--- config.mk ---
export PLATFORM = sky130hd
export DESIGN_NAME = midi_note_ctrl
export DESIGN_NICKNAME = d
export VERILOG_FILES = /design/src/rtl/midi_note_ctrl.sv
export SDC_FILE = /design/constraint.sdc
export NUM_CORES = 1
export LEC_CHECK = 0
export CAP_MARGIN = 10
export CORE_MARGIN = 2
export CORE_UTILIZATION = 50
export DETAILED_ROUTE_END_ITERATION = 6
export DONT_BUFFER_PORTS = 1
export PLACE_DENSITY_LB_ADDON = 0.12
export SYNTH_ARGS = -nofsm -noshare
export SYNTH_HDL_FRONTEND = slang
export SYNTH_SLANG_ARGS = --single-unit
--- constraint.sdc ---
create_clock -name clk -period 1.92 [get_ports clk]
set_input_delay 0.576 -clock clk [delete_from_list [all_inputs] [get_ports clk]]
set_output_delay 0.576 -clock clk [all_outputs]
set_load 0.02 [all_outputs]
--- src/rtl/midi_note_ctrl.sv ---
// Monophonic MIDI note controller: parses a channel-voice byte stream with running status
// and drives a last-note-priority gate/note/velocity to the phase-accumulator bank.
module midi_note_ctrl #(
    parameter int CHANNEL = 0,
    parameter bit OMNI    = 1'b0
) (
    input  logic       clk,
    input  logic       rst_n,
    input  logic       i_valid,
    input  logic [7:0] i_byte,
    output logic       o_cmd,
    output logic [6:0] o_midi,
    output logic [6:0] o_velocity,
    output logic       o_err
);

    localparam logic [3:0] CH = CHANNEL[3:0];

    typedef enum logic [2:0] {
        NO_STATUS,
        WAIT_D1,
        WAIT_D2,
        SKIP1,
        SKIP2
    } state_t;

    state_t     state, state_nxt;
    logic [3:0] rs_type, rs_type_nxt;
    logic       rs_match, rs_match_nxt;
    logic       sysex, sysex_nxt;
    logic [6:0] d1, d1_nxt;
    logic       cmd_nxt;
    logic [6:0] midi_nxt, vel_nxt;
    logic       err_nxt;
    logic       is_rt, is_status, is_common, ch_match;

    // First state after a channel status byte (or after a skipped message completes).
    function automatic state_t start_state(input logic [3:0] t, input logic m);
        case (t)
            4'h8, 4'h9, 4'hB: start_state = m ? WAIT_D1 : SKIP2;
            4'hC, 4'hD:       start_state = SKIP1;
            default:          start_state = SKIP2;
        endcase
    endfunction

    assign is_rt     = (i_byte[7:3] == 5'b11111);
    assign is_status = i_byte[7];
    assign is_common = (i_byte[7:4] == 4'hF);
    assign ch_match  = OMNI || (i_byte[3:0] == CH);

    always_ff @(posedge clk or negedge rst_n) begin
        if (!rst_n) begin
            state      <= NO_STATUS;
            rs_type    <= 4'h0;
            rs_match   <= 1'b0;
            sysex      <= 1'b0;
            d1         <= 7'h00;
            o_cmd      <= 1'b0;
            o_midi     <= 7'h00;
            o_velocity <= 7'h00;
            o_err      <= 1'b0;
        end else begin
            state      <= state_nxt;
            rs_type    <= rs_type_nxt;
            rs_match   <= rs_match_nxt;
            sysex      <= sysex_nxt;
            d1         <= d1_nxt;
            o_cmd      <= cmd_nxt;
            o_midi     <= midi_nxt;
            o_velocity <= vel_nxt;
            o_err      <= err_nxt;
        end
    end

    always_comb begin
        state_nxt    = state;
        rs_type_nxt  = rs_type;
        rs_match_nxt = rs_match;
        sysex_nxt    = sysex;
        d1_nxt       = d1;
        cmd_nxt      = o_cmd;
        midi_nxt     = o_midi;
        vel_nxt      = o_velocity;
        err_nxt      = 1'b0;

        if (i_valid && !is_rt) begin
            if (is_status) begin
                if (is_common) begin
                    state_nxt    = NO_STATUS;
                    rs_type_nxt  = 4'h0;
                    rs_match_nxt = 1'b0;
                    sysex_nxt    = (i_byte[3:0] == 4'h0);
                end else begin
                    rs_type_nxt  = i_byte[7:4];
                    rs_match_nxt = ch_match;
                    sysex_nxt    = 1'b0;
                    state_nxt    = start_state(i_byte[7:4], ch_match);
                end
            end else begin
                case (state)
                    NO_STATUS: err_nxt = !sysex;
                    WAIT_D1: begin
                        d1_nxt    = i_byte[6:0];
                        state_nxt = WAIT_D2;
                    end
                    WAIT_D2: begin
                        // Only matched 8/9/B messages ever reach WAIT_D2.
                        state_nxt = WAIT_D1;
                        if (rs_type == 4'h9 && i_byte[6:0] != 7'h00) begin
                            if (d1 == 7'h7F) begin
                                err_nxt = 1'b1;
                            end else begin
                                cmd_nxt  = 1'b1;
                                midi_nxt = d1;
                                vel_nxt  = i_byte[6:0];
                            end
                        end else if (rs_type == 4'h8 || rs_type == 4'h9) begin
                            if (o_cmd && d1 == o_midi) begin
                                cmd_nxt = 1'b0;
                            end
                        end else if (rs_type == 4'hB) begin
                            if (d1 == 7'h7B || d1 == 7'h78) begin
                                cmd_nxt = 1'b0;
                            end
                        end
                    end
                    SKIP2:   state_nxt = SKIP1;
                    SKIP1:   state_nxt = start_state(rs_type, rs_match);
                    default: state_nxt = NO_STATUS;
                endcase
            end
        end
    end

endmodule
# Yosys cells after proc, flatten, opt, wreduce, memory -nomap -nowiden
# Index checks and enable logic that the tools add are counted.
word_totals:
  inputBits: 11
  mem_bits_ro: 0
  mem_count: 0
  wordCells: 76
  latch_bits: 0
  register_bits: 32
  ramBits: 0
classes:
  n_mul: 0
  magnitude_cmp: 0
  add_sub_neg: 0
  eq_ne: 23
  n_shift: 0
  bitwise: 2
  div: 0
  mux: 21
  n_reduce_logical: 21
ops:
  columns: ["operator", "n"]
  rows:
  - ["equality test 4 bit, second input constant", 11]
  - ["equality test 7 bit, second input constant", 3]
  - ["one-hot mux 3 bit (5 select lines)", 1]
  - ["two-way mux 1 bit", 12]
  - ["two-way mux 3 bit", 4]
  - ["one-hot mux 3 bit (2 select lines)", 2]
  - ["equality test 7 bit", 1]
  - ["AND reduction 7 bit", 1]
  - ["nonzero test 7 bit", 1]
  - ["equality test 3 x 2 -> 1 bit, second input constant", 2]
  - ["nonzero test 3 bit", 2]
  - ["OR reduction 3 bit", 2]
  - ["equality test 5 bit, second input constant", 1]
  - ["AND reduction 5 bit", 1]
  - ["logical NOT 4 bit", 1]
  - ["two-way mux 4 bit", 1]
  - ["!= test 2 bit, second input constant", 2]
  - ["AND reduction 2 bit", 2]
  - ["OR reduction 2 bit", 2]
  - ["equality test 3 x 1 -> 1 bit, second input constant", 1]
  - ["equality test 3 bit, second input constant", 1]
  - ["logical AND 1 bit", 3]
  - ["logical NOT 3 bit", 1]
  - ["!= test 3 x 2 -> 1 bit, second input constant", 1]
  - ["other kinds (5)", 8]

# Logic depth before layout (Yosys ltp)
depth:
  word_depth: 6
  depth_mapped: 7

# Worst setup path before layout
# OpenSTA, ideal clock, no wires.
synth_timing:
  path_kind: "in2reg"
  start: "input i_byte[6]"
  end: "register o_midi[0]"
  setup_ns: 0.125
  arrival_ns: 1.679
  path_slack_ns: 0.116
  path_stages: 7
  path_buffers: 2
  required_ns: 1.795
  cell_sequence: "buf_2 nor3_1 a21oi_2 nand2_2 nor2_4 buf_6 mux2_4"
synth_via:
  elab_chain_len: 4
synth_lines:
  columns: ["item", "line_no", "text"]
  rows:
  - ["start: declaration", "10", "input logic [7:0] i_byte,"]
  - ["equality test 5 bit", "46", "assign is_rt = (i_byte[7:3] == 5'b11111);"]
  - ["logical NOT 1 bit", "86", "if (i_valid && !is_rt) begin"]
  - ["logical AND 1 bit", "86", null]
  - ["AND reduction 5 bit (no source line) *", null, null]
  - ["end signal: assignment", "69", "o_midi <= midi_nxt;"]
  - ["end: declaration", "12", "output logic [6:0] o_midi,"]
# Every way passes the cells marked *; elsewhere a longest branch is shown, timed or not.
# A chain may end at the register's enable or synchronous reset.

# Worst setup path in the final report
layout_timing:
  start: "register d1[6]"
  end: "register o_velocity[2]"
layout_via:
  elab_chain_len: 3
layout_lines:
  columns: ["item", "line_no", "text"]
  rows:
  - ["start: declaration", "31", "logic [6:0] d1, d1_nxt;"]
  - ["start signal: assignment", "67", "d1 <= d1_nxt;"]
  - ["equality test 7 bit", "110", "if (d1 == 7'h7F) begin"]
  - ["inverter 1 bit (no source line)", null, null]
  - ["AND reduction 5 bit (no source line)", null, null]
  - ["end signal: assignment", "70", "o_velocity <= vel_nxt;"]
  - ["end: declaration", "13", "output logic [6:0] o_velocity,"]
# No other way between the ends.

==> impl_metrics.json <==
{
  "status": "finished, final reports clean",
  "layout-drive-gt1-share_pct": 29.2,
  "final_cell_mix": "32 x dfrtp_1, 10 x mux2_4, 9 x mux2_2",
  "grt_pass1_vias": 1136,
  "syn_area_um2": 1610,
  "vias": 1057,
  "synth_nets": 141,
  "clkLatencyLatePin_ps": 330,
  "cp_max_fo": 6,
  "reg2reg_slack_ps": 250,
  "overflow": 0,
  "hold_class": "input pin to async pin",
  "avgSynthCellArea_um2": 12.4,
  "cts-root-buf": "clkbuf_4",
  "core_um2": 3050,
  "relSlewSlack_pct": 63.0,
  "combPwrFrac_pct": 24.7,
  "netlist-cell-type-count": 42,
  "wl_per_cell_um": 17.2,
  "synthCells": 130,
  "grt_setup_unrepaired": "no",
  "async_flop_share_pct": 100,
  "finClkSkew_ps": 9.30,
  "drtIter0Drc": 95,
  "cts_sinks": 32,
  "multiInputGateArea_um2": 773,
  "fin_crit_ps": 1670,
  "cp_top_family": "simple AND/OR/NAND/NOR gates",
  "seqCellArea_um2": 801,
  "synth-edff-count": 0,
  "setup_viol": 0,
  "grt_max_degree": 33,
  "layout_commonest_cell": "dfrtp_1",
  "slowest_stage": "dfrtp_1",
  "start_util_pct": 52.7,
  "final_hold_viol_count": 0,
  "flow.area_growth_from_synthesis_pct": 11.7,
  "htree_levels": 2,
  "antennaDiodeCount": 0,
  "place.port_buffers": 0,
  "cts_buffers": 5,
  "yosys_warnings": 0,
  "p_per_area_nw_per_um2": 1060,
  "fillers": 274,
  "leakage_uw": 0.000782,
  "setup_ws_ps": 252,
  "cp_cell_sequence": "and4_1, nand4_1, nand2_2, nor2_4, buf_4, mux2_4",
  "ys.flop_type": "dfrtp_1",
  "gp_congestion": 0.932,
  "die_x_um": 60.8,
  "antenna_found_initial": 0,
  "die_h_um": 60.8,
  "first_pass_iters": 4,
  "swShare_pct": 32.6,
  "finalPower_uw": 1910,
  "final_area_um2": 1800,
  "place_area_um2": 1690,
  "cts_tree": "built",
  "antenna_left": 0,
  "cap_viol_max_count": 0,
  "die_area_um2": 3690,
  "max_freq_mhz": 600,
  "power_frac_seq_pct": 54.6,
  "intPower_uw": 1290,
  "period_share_pct": 86.9,
  "ys_ff_latch": 32,
  "power_switching_uw": 623,
  "crit_required_ps": 2140,
  "p_clk_share_pct": 20.7,
  "wirelength_mm": 3.23,
  "worst_pin_slew_ps": 553,
  "cts_resized": 0,
  "dp_slack_ps": -21.4,
  "ir_drop_mv": 0.587,
  "crit_path_start_kind": "flip-flop",
  "cts.clk_slew.worst_paths_ps": 100,
  "critPathBufInv": 1,
  "drc": 0,
  "cpPeakStageDelay_ps": 430,
  "cts_max_path_buffers": 2,
  "nets": 154,
  "gr-usage-all-layers_pct": 21.1,
  "fp-row-count": 20,
  "seq_area_frac_synth_pct": 49.7,
  "worstSetupPathType": "flip-flop to flip-flop",
  "drv_slew": 0,
  "cp.arrival_ps": 1890,
  "num_io_pins": 27,
  "dp_hpwl_mm": 2.29,
  "grt_pass1_wl_mm": 5.46,
  "via_per_inst": 5.62,
  "end_kind": "flip-flop"
}
==> synthesized netlist by cell type, drive strengths merged, types with 4 or more instances <==
cell type,count,share of area (%)
nor2,7,2.3
nand4,4,1.6
dfrtp,32,50
xnor2,8,4.4
o21ai,5,1.6
nand2,5,1.3
mux2,23,18
nand3,4,1.2
a22o,5,2.7
a21oi,5,1.8
==> worst paths after layout <==
check	depth (start not counted)	from	to
worst max-delay path	6	d1[6]	o_velocity[2]
worst min-delay path	1	rst_n	o_err
worst max register to register	6	d1[6]	o_velocity[2]
worst min register to register	2	sysex	sysex
max in group asynchronous	1	rst_n	o_velocity[0]
min in group clk	2	i_valid	o_err
==> cell families (layout without fill, tap and decap cells) <==
| family | Yosys count | in the layout | synth area share (%) |
|---|---|---|---|
| compound gates | 27 | 27 | 12.1 |
| xor+xnor | 8 | 8 | 4.35 |
| buf+inv | 7 | 21 | 2.25 |
| flops | 32 | 32 | 49.7 |
| mux | 23 | 23 | 18.4 |
| simple gates | 33 | 33 | 13.1 |
==> stage by stage <==
stage	setup TNS, ps	util [%]	hold slack (ps)	instances
floorplan	0	-	280	130
global placement	-36.1	55.5	281	177
detailed placement	-66.3	55.5	281	177
CTS	0	58.0	56.8	186
global route	0	58.9	53.6	188
finish	0	58.9	50.2	188
==> power groups by stage <==
stage	Sequential [µW]	Clock, µW	Combinational (µW)
after CTS	1050	410	479
after detailed placement	1060	0	456
after floorplan	1020	0	359
after global routing	1070	438	530
final	1040	396	473
after global placement	1050	0	444
==> worst register-to-register path, cell delays in order, from the launching register on <==
cell     delay (ps)
dfrtp_1         430
and4_1          240
nand4_1         160
nand2_2          90
nor2_4          140
buf_4           200
mux2_4          310
==> metal layers <==
metal,vias up,global-route usage [%],routed length [µm]
li1,507,-,-
met1,519,28.6,1440
met2,23,31.0,1590
met3,8,7.25,140
met4,0,9.01,58
met5,-,0,0
==> area by class of cell <==
type                       instances  share of cell area [%]
clock buffer                       8                    3.27
inverter                           3                   0.626
multi-input combinational         91                    43.0
sequential                        32                    44.5
tap                               44                    3.06
timing repair buffer              10                    5.56
==> registers in the layout, summed over array words and instances, names as in the netlist <==
register and cells:
d1 7, o_cmd 1, rs_match 1, o_midi 7, state 3, rs_type 4
sysex 1, o_velocity 7, o_err 1
==> repair_timing <==
| item | 4_1_cts | 5_1_grt |
|---|---|---|
| setup endpoints to repair | 0 | 14 |
| buffers inserted | 0 | 2 |
| hold buffers | 1 | 0 |
| endpoints found under the hold margin | 32 | 0 |
No activity file was read; power rests on OpenSTA's default activity.
